==> config.mk <==
export PLATFORM = sky130hd
export DESIGN_NAME = serial_adder
export DESIGN_NICKNAME = d
export VERILOG_FILES = /design/src/rtl/serial_adder_pkg.sv /design/src/rtl/fa_bit.sv /design/src/rtl/serial_adder.sv
export SDC_FILE = /design/constraint.sdc
export NUM_CORES = 1
export LEC_CHECK = 0
export BUFFER_PORTS_ARGS = -buffer_cell sky130_fd_sc_hd__buf_4
export CORE_MARGIN = 4
export CORE_UTILIZATION = 50
export DETAILED_ROUTE_END_ITERATION = 10
export PLACE_DENSITY_LB_ADDON = 0.08
export SLEW_MARGIN = 10
export SYNTH_ARGS = -nofsm -noshare
export SYNTH_HDL_FRONTEND = slang
export SYNTH_SLANG_ARGS = --single-unit
==> constraint.sdc <==
create_clock -name clk -period 1.7 [get_ports clk]
set_clock_uncertainty 0.2 [all_clocks]
set_input_delay 0.085 -clock clk [delete_from_list [all_inputs] [get_ports clk]]
set_output_delay 0.085 -clock clk [all_outputs]
set_load 0.01 [all_outputs]
==> src/rtl/serial_adder_pkg.sv <==
// Shared types and defaults for the bit-serial adder.
// Contents: controller state encoding and default operand width.
package serial_adder_pkg;

    localparam int unsigned SA_DEFAULT_WIDTH = 8;

    typedef enum logic [1:0] {
        S_IDLE,
        S_ADD,
        S_DONE
    } sa_state_t;

endpackage

==> src/rtl/fa_bit.sv <==
// One-bit combinational full adder used as the single arithmetic cell
// of the serial adder.
// Ports: a, b, cin -> sum_c, cout_c (both combinational).
module fa_bit (
    input  logic a,
    input  logic b,
    input  logic cin,
    output logic sum_c,
    output logic cout_c
);

    always_comb begin
        sum_c  = a ^ b ^ cin;
        cout_c = (a & b) | (a & cin) | (b & cin);
    end

endmodule

==> src/rtl/serial_adder.sv <==
// Bit-serial ripple adder: {cout,sum} = a + b + cin, one bit per clock,
// LSB first, through a single full-adder cell and a registered carry.
// Optional macro SERIAL_ADDER_OVF_EN adds the signed-overflow output ovf.
// Ports:
//   clk, reset    - clock, synchronous active-high reset
//   start         - begin an addition (sampled in IDLE or DONE)
//   a, b, cin     - operands, captured on the accepting edge
//   busy          - high while bits are being processed
//   done          - one-cycle pulse when sum/cout are valid
//   sum, cout     - result, held until the next accepted start
//   ovf           - (SERIAL_ADDER_OVF_EN) two's-complement overflow, held with sum
module serial_adder
    import serial_adder_pkg::*;
#(
    parameter int unsigned WIDTH = SA_DEFAULT_WIDTH
) (
    input  logic             clk,
    input  logic             reset,
    input  logic             start,
    input  logic [WIDTH-1:0] a,
    input  logic [WIDTH-1:0] b,
    input  logic             cin,
    output logic             busy,
    output logic             done,
    output logic [WIDTH-1:0] sum,
`ifdef SERIAL_ADDER_OVF_EN
    output logic             ovf,
`endif
    output logic             cout
);

    localparam int unsigned CNT_W = (WIDTH > 1) ? $clog2(WIDTH) : 1;

    sa_state_t        state_q, state_d;
    logic [WIDTH-1:0] a_sh_q, a_sh_d;
    logic [WIDTH-1:0] b_sh_q, b_sh_d;
    logic [WIDTH-1:0] sum_q, sum_d;
    logic [CNT_W-1:0] cnt_q, cnt_d;
    logic             carry_q, carry_d;
    logic             cout_q, cout_d;
    logic             busy_q, busy_d;
    logic             done_q, done_d;
`ifdef SERIAL_ADDER_OVF_EN
    logic             ovf_q, ovf_d;
`endif

    logic fa_sum;
    logic fa_cout;
    logic last_bit;

    // The single arithmetic cell, fed from the operand LSBs and the carry.
    fa_bit u_fa (
        .a      (a_sh_q[0]),
        .b      (b_sh_q[0]),
        .cin    (carry_q),
        .sum_c  (fa_sum),
        .cout_c (fa_cout)
    );

    assign last_bit = (cnt_q == CNT_W'(WIDTH - 1));

    // Next-state and datapath control.
    always_comb begin
        state_d = state_q;
        a_sh_d  = a_sh_q;
        b_sh_d  = b_sh_q;
        sum_d   = sum_q;
        cnt_d   = cnt_q;
        carry_d = carry_q;
        cout_d  = cout_q;
`ifdef SERIAL_ADDER_OVF_EN
        ovf_d   = ovf_q;
`endif

        case (state_q)
            S_IDLE, S_DONE: begin
                if (start) begin
                    state_d = S_ADD;
                    a_sh_d  = a;
                    b_sh_d  = b;
                    carry_d = cin;
                    cnt_d   = '0;
                    sum_d   = '0;
                end else begin
                    state_d = S_IDLE;
                end
            end
            S_ADD: begin
                // Sum bits enter at the MSB so bit i lands at position i
                // after WIDTH shifts.
                sum_d   = {fa_sum, sum_q[WIDTH-1:1]};
                a_sh_d  = {1'b0, a_sh_q[WIDTH-1:1]};
                b_sh_d  = {1'b0, b_sh_q[WIDTH-1:1]};
                carry_d = fa_cout;
                if (last_bit) begin
                    state_d = S_DONE;
                    cnt_d   = '0;
                    cout_d  = fa_cout;
`ifdef SERIAL_ADDER_OVF_EN
                    // carry_q is the carry into the MSB on this cycle.
                    ovf_d   = carry_q ^ fa_cout;
`endif
                end else begin
                    cnt_d = cnt_q + CNT_W'(1);
                end
            end
            default: begin
                state_d = S_IDLE;
            end
        endcase

        busy_d = (state_d == S_ADD);
        done_d = (state_d == S_DONE);
    end

    // State and datapath registers.
    always_ff @(posedge clk) begin
        if (reset) begin
            state_q <= S_IDLE;
            a_sh_q  <= '0;
            b_sh_q  <= '0;
            sum_q   <= '0;
            cnt_q   <= '0;
            carry_q <= 1'b0;
            cout_q  <= 1'b0;
            busy_q  <= 1'b0;
            done_q  <= 1'b0;
`ifdef SERIAL_ADDER_OVF_EN
            ovf_q   <= 1'b0;
`endif
        end else begin
            state_q <= state_d;
            a_sh_q  <= a_sh_d;
            b_sh_q  <= b_sh_d;
            sum_q   <= sum_d;
            cnt_q   <= cnt_d;
            carry_q <= carry_d;
            cout_q  <= cout_d;
            busy_q  <= busy_d;
            done_q  <= done_d;
`ifdef SERIAL_ADDER_OVF_EN
            ovf_q   <= ovf_d;
`endif
        end
    end

    assign busy = busy_q;
    assign done = done_q;
    assign sum  = sum_q;
    assign cout = cout_q;
`ifdef SERIAL_ADDER_OVF_EN
    assign ovf  = ovf_q;
`endif

endmodule

==> results of run 1 <==
[registers in the layout (all words and copies together), names as in the netlist]
signal	cells
a_sh_q	8
b_sh_q	8
sum	8
cnt_q	3
state_q	2
busy	1
carry_q	1
cout	1
done	1
[layout by cell type (no fill, tap or decap)]
master / Yosys / routed
nand2b_2: 1 / 1
a31oi_1: 1 / 1
o22ai_1: 13 / 13
buf_4: 3 / 33
ha_1: 2 / 2
nor2_1: 5 / 5
nand2b_4: 1 / 1
and2b_1: 1 / 1
clkinv_2: 0 / 1
a21oi_1: 13 / 13
buf_12: 0 / 1
dfxtp_1: 33 / 33
fa_1: 1 / 1
nor4b_1: 1 / 1
nand2_1: 12 / 12
clkbuf_4: 0 / 5
a311oi_2: 1 / 1
inv_1: 3 / 3
o22ai_2: 1 / 1
a21oi_2: 1 / 1
nand3_1: 13 / 13
and2b_4: 1 / 1
nand2b_1: 1 / 1
clkbuf_8: 0 / 2
a311oi_1: 2 / 2
nor3_1: 24 / 24
dlygate4sd3_1: 0 / 18
o21a_1: 1 / 1
a2bb2oi_1: 1 / 1
[kinds of logic (layout without fill, tap and decap cells)]
| kind of cell | after synthesis | in the layout | synth area share |
|---|---|---|---|
| flip-flops | 33 | 33 | 0.488 |
| AND/OR/NAND/NOR | 60 | 60 | 0.225 |
| adder cells (fa/ha/maj) | 3 | 3 | 0.0333 |
| buffers and inverters | 17 | 63 | 0.0896 |
| AO/OA/AOI/OAI | 34 | 34 | 0.165 |
[path summary, 6_finish.rpt]
path | start | cells past startpoint | to | slack (ns)
worst max-delay path | cnt_q[0] | 5 | cnt_q[0] | 0.21
worst min-delay path | start | 4 | a_sh_q[7] | 0.06
worst max register to register | cnt_q[0] | 5 | cnt_q[0] | 0.21
worst min register to register | a_sh_q[7] | 2 | a_sh_q[7] | 0.27
[routing by layer]
layer | part of all wire | vias up | wire, um
met2 | 0.47 | 46 | 1400
met4 | 0.022 | 0 | 64
met5 | 0 | - | 0
li1 | - | 615 | -
met1 | 0.43 | 578 | 1280
met3 | 0.073 | 6 | 215
[repair_timing]
item,4_1_cts,5_1_grt
hold buffers,18,0
endpoints found under the hold margin,33,0
endpoints found under the setup margin,0,0
[tightest hold or removal path: cells and delay by family]
family / cells / cell delay (ns)
and+or+nand+nor: 2 / 0.30
buffers and inverters: 1 / 0.12
AOI/OAI and AO/OA: 1 / 0.05
[power by group]
part           switching (W)  total [W]  internal [W]
logic               0.000137   0.000281      0.000144
registers          0.0000250   0.000846      0.000821
clock network       0.000263   0.000503      0.000239
[stage by stage]
stage / worst slack (ns) / total power (W) / instances
5_1_grt: 0.102 / 0.00171 / 223
3_3_place_gp: 0.276 / 0.00110 / 197
2_1_floorplan: 0.319 / 0.00105 / 147
6_report: 0.206 / 0.00163 / 223
4_1_cts: 0.194 / 0.00164 / 223
3_5_place_dp: 0.216 / 0.00111 / 197
[final cells by class]
cell class | instances | area, um2 | area share
clock buffers | 7 | 65.1 | 0.0362
clock inverters | 1 | 5.00 | 0.00278
well taps | 30 | 37.5 | 0.0209
inverters | 3 | 11.3 | 0.00626
flip-flops and latches | 33 | 661 | 0.367
repair buffers | 52 | 448 | 0.249
multi-input cells | 97 | 572 | 0.318
[synth_stat cells, types with 2 or more instances]
cell type  number
a311oi_1        2
ha_1            2
clkbuf_1        3
nor3_1         24
nor2_1          5
dfxtp_1        33
inv_1           3
o22ai_1        13
a21oi_1        13
nand2_1        12
buf_4           3
nand3_1        13
buf_6           6
==> reports/metrics.cfg, run 1 <==
[placed_design]
dp_hpwl_um=1810
dpl-instance-area_mm2=0.00155
portBuffers=30
gp_congestion=0.693

[synthesis]
synth_area_per_cell_um2=9.21
netlist_area_mm2=0.00135
synth_warnings=0
synth_cell_types=28
syn_inst=147
ys_ff_latch=33
ys_top_cells_by_area=dfxtp_1, nor3_1, o22ai_1
synth_edf_count=0
synth_top_area_share=0.488
async_flop_share=0
synth_top_flop_cell=dfxtp_1
synth.largest_area_cell=dfxtp_1
ys_seq_area_frac=0.488
synthesis.nets=170

[timing]
max_slew_margin=0.764
holdWs_ns=0.0550
hold_viol=0
grt_setup_unrepaired=no
max_slew.worst_pin.slew_ns=0.354
fin_crit_sh=0.879
setup_viol=0
drv_slew=0
tns_ns=0
fmaxAchievable_mhz=669
finalCriticalPeriod_ns=1.49

[clocking]
cts_inserted_buffers=5
clock-sinks=33
clock_path_buffers=2
clk_latency_ns=0.34
post_cts_buffers=0
cts_resized=0
cts_root_buffer=clkbuf_4
path_clk_slew_ns=0.10
cts_tree=yes
cts_max_level=2

[route]
viasPerCell=5.58
drtIter0Drc=52
drc_errors=0
routedWlPerCell_um=13.3
routed_wl_um=2960
vias=1245
first_pass_iters=4
final_antenna_net_count=0

[setup_path]
arrival_ns=1.58
cp-start-kind=flop
setup.worst_path.end_class=flop
path_class=flop to flop
critPathSlowestCell=dfxtp_1
cp_common_cell=ha_1
worstPathCellList=ha_1 -> ha_1 -> nor4b_1 -> a31oi_1 -> nor2_1
crit_family=adder cells
critPathMaxFanout=5
cpPeakStageDelay_ns=0.34
crit_required_ns=1.79
cp.buffers_inverters=0

[global_routing]
grt.met1_usage=0.223
grt_max_degree=34
use_met3=0.0454
grt_remaining_overflow=0
grt_usage=0.189
busiest_layer=met2
use_met2=0.310
grt_pass1_vias=1137
antenna_found_initial=0
grt_pass1_wl_um=5030

[finish]
final_core_util=0.713
diodes=0
fin_area_mm2=0.00180
fill_cells=205
fin_nets=215
area_growth_syn_to_layout_pct=32.9
drive_gt1_frac=0.249

[worst_hold_path]
hold_path.class=input pin to flop

[power_and_ir_drop]
ir_drop_mv=0.895
powerDensity_mw_per_mm2=906
p_leak_nw=0.717

[die]
io_pins=31
rows=18
start_util=0.537
die_w_um=60.0
die_y_um=60.0
core_region_area_mm2=0.00252
design.die.area_mm2=0.00360

[outcome]
status=completed

[job]
max_cap_violations=0

No activity file was read; power rests on OpenSTA's default activity.
==> inputs of run 2 (changes only) <==
==> constraint.sdc (replaced) <==
create_clock -name clk -period 1.78 [get_ports clk]
set_clock_uncertainty 0.2 [all_clocks]
set_input_delay 0.089 -clock clk [delete_from_list [all_inputs] [get_ports clk]]
set_output_delay 0.089 -clock clk [all_outputs]
set_load 0.01 [all_outputs]
==> reports/metrics.cfg, run 2 (synthesis results as in run 1) <==
[outcome]
status=completed

[power_and_ir_drop]
powerDensity_mw_per_mm2=826  ; -8.8%
p_leak_nw=0.702  ; -2.1%
ir_drop_mv=0.672  ; -25%

[finish]
diodes=0  ; unchanged
fin_nets=215  ; unchanged
drive_gt1_frac=0.244  ; -0.00518
most-common-layout-cells=buf_4, dfxtp_1, nor3_1
final_common_cell=buf_4
fin_area_mm2=0.00177  ; -1.7%
fill_cells=218  ; +6.3%
final_core_util=0.701  ; -0.0124
area_growth_syn_to_layout_pct=30.6

[clocking]
cts_resized=0  ; unchanged
cts_max_level=2  ; unchanged
post_cts_buffers=0  ; unchanged
clock_path_buffers=2  ; unchanged
path_clk_slew_ns=0.11  ; about the same
cts_inserted_buffers=5  ; unchanged
cts_root_buffer=clkbuf_4
clk_latency_ns=0.33  ; about the same
clock-sinks=33  ; unchanged
cts_tree=yes

[die]
die_w_um=60.0  ; unchanged
io_pins=31  ; unchanged
rows=18  ; unchanged
die_y_um=60.0  ; unchanged
design.die.area_mm2=0.00360  ; unchanged
start_util=0.537  ; unchanged
core_region_area_mm2=0.00252  ; unchanged

[route]
drtIter0Drc=41  ; -21%
vias=1202  ; -3.5%
final_antenna_net_count=0  ; unchanged
drc_errors=0  ; unchanged
routedWlPerCell_um=13.4  ; +0.91%
first_pass_iters=4  ; unchanged
viasPerCell=5.39  ; -3.5%
routed_wl_um=2990  ; +0.91%

[global_routing]
grt_remaining_overflow=0  ; unchanged
grt_pass1_vias=1097  ; -3.5%
grt_pass1_wl_um=4860  ; -3.4%
grt_max_degree=34  ; unchanged
antenna_found_initial=0  ; unchanged
grt_usage=0.185  ; -0.00401

[setup_path]
path_class=flop to flop
critPathMaxFanout=5  ; unchanged
arrival_ns=1.60  ; +0.02 ns
setup.worst_path.end_class=flop
cp-start-kind=flop
reg2regPathDepth=5  ; unchanged
crit_required_ns=1.86  ; +0.07 ns
r2r_slack_ns=0.26  ; +0.06 ns

[timing]
grt_setup_unrepaired=no
fin_crit_sh=0.852  ; -0.0274
max_slew_margin=0.765  ; about the same
fmaxAchievable_mhz=660  ; -1.4%
tns_ns=0  ; unchanged
hold_viol=0  ; unchanged
holdWs_ns=0.0822  ; +0.0272 ns
finalCriticalPeriod_ns=1.52  ; +0.0215 ns
max_slew.worst_pin.slew_ns=0.353  ; -0.000621 ns
drv_slew=0  ; unchanged
setup_viol=0  ; unchanged
final.setup.worst_slack_ns=0.264  ; +0.0585 ns

[placed_design]
pre_cts_slack_ns=0.278  ; +0.0623 ns
dpl-instance-area_mm2=0.00154  ; -0.81%
portBuffers=30  ; unchanged
dp_hpwl_um=1790  ; -1.0%
gp_congestion=0.665  ; -4.0%

[job]
max_cap_violations=0  ; unchanged

[worst_hold_path]
holdPathStages=4  ; unchanged
hold_path.class=input pin to flop

## run 2: layer usage
metal | track usage | vias up | share of wire
met3 | 0.0454 | 7 | 0.040
met4 | 0.0949 | 0 | 0.017
met5 | 0 | - | 0
met1 | 0.223 | 553 | 0.45
met2 | 0.301 | 28 | 0.49
li1 | - | 614 | -
## run 2: per-stage QoR
| step | instances | total power [W] |
|---|---|---|
| finish | 223 | 0.00146 |
| global route | 223 | 0.00154 |
| CTS | 223 | 0.00147 |
| detailed placement | 197 | 0.00105 |
| global placement | 197 | 0.00105 |
| floorplan | 147 | 0.00100 |
## run 2: area by class of cell
class                   count  area [um2]  share of cell area
inverters                   3        11.3             0.00637
repair buffers             52         435               0.246
flip-flops and latches     33         661               0.374
clock buffers               6        41.3              0.0234
well taps                  30        37.5              0.0212
clock inverters             2        10.0             0.00566
multi-input cells          97         572               0.323
## run 2: path summary, 6_finish.rpt
path / from / end
setup / recovery: cnt_q[0] / cnt_q[0]
setup reg to reg: cnt_q[0] / cnt_q[0]
hold reg to reg: sum[6] / sum[5]
hold / removal: start / a_sh_q[7]
## run 2: report_power, final
group	leakage, nW	switching, W	total, W	internal [W]
Combinational	0.400	0.000130	0.000262	0.000132
Clock	0.0320	0.000240	0.000390	0.000150
Sequential	0.270	0.0000243	0.000809	0.000784
Total	0.702	0.000394	0.00146	0.00107
## run 2: what timing repair did
item	4_1_cts	5_1_grt
hold buffers	18	0
setup endpoints to repair	0	0
endpoints found under the hold margin	33	0
## run 2: critical path, stage by stage, from the launching register on
cell and delay (ns):
dfxtp_1 0.35, ha_1 0.20, ha_1 0.24, nor4b_1 0.32
a31oi_1 0.07, nor2_1 0.09
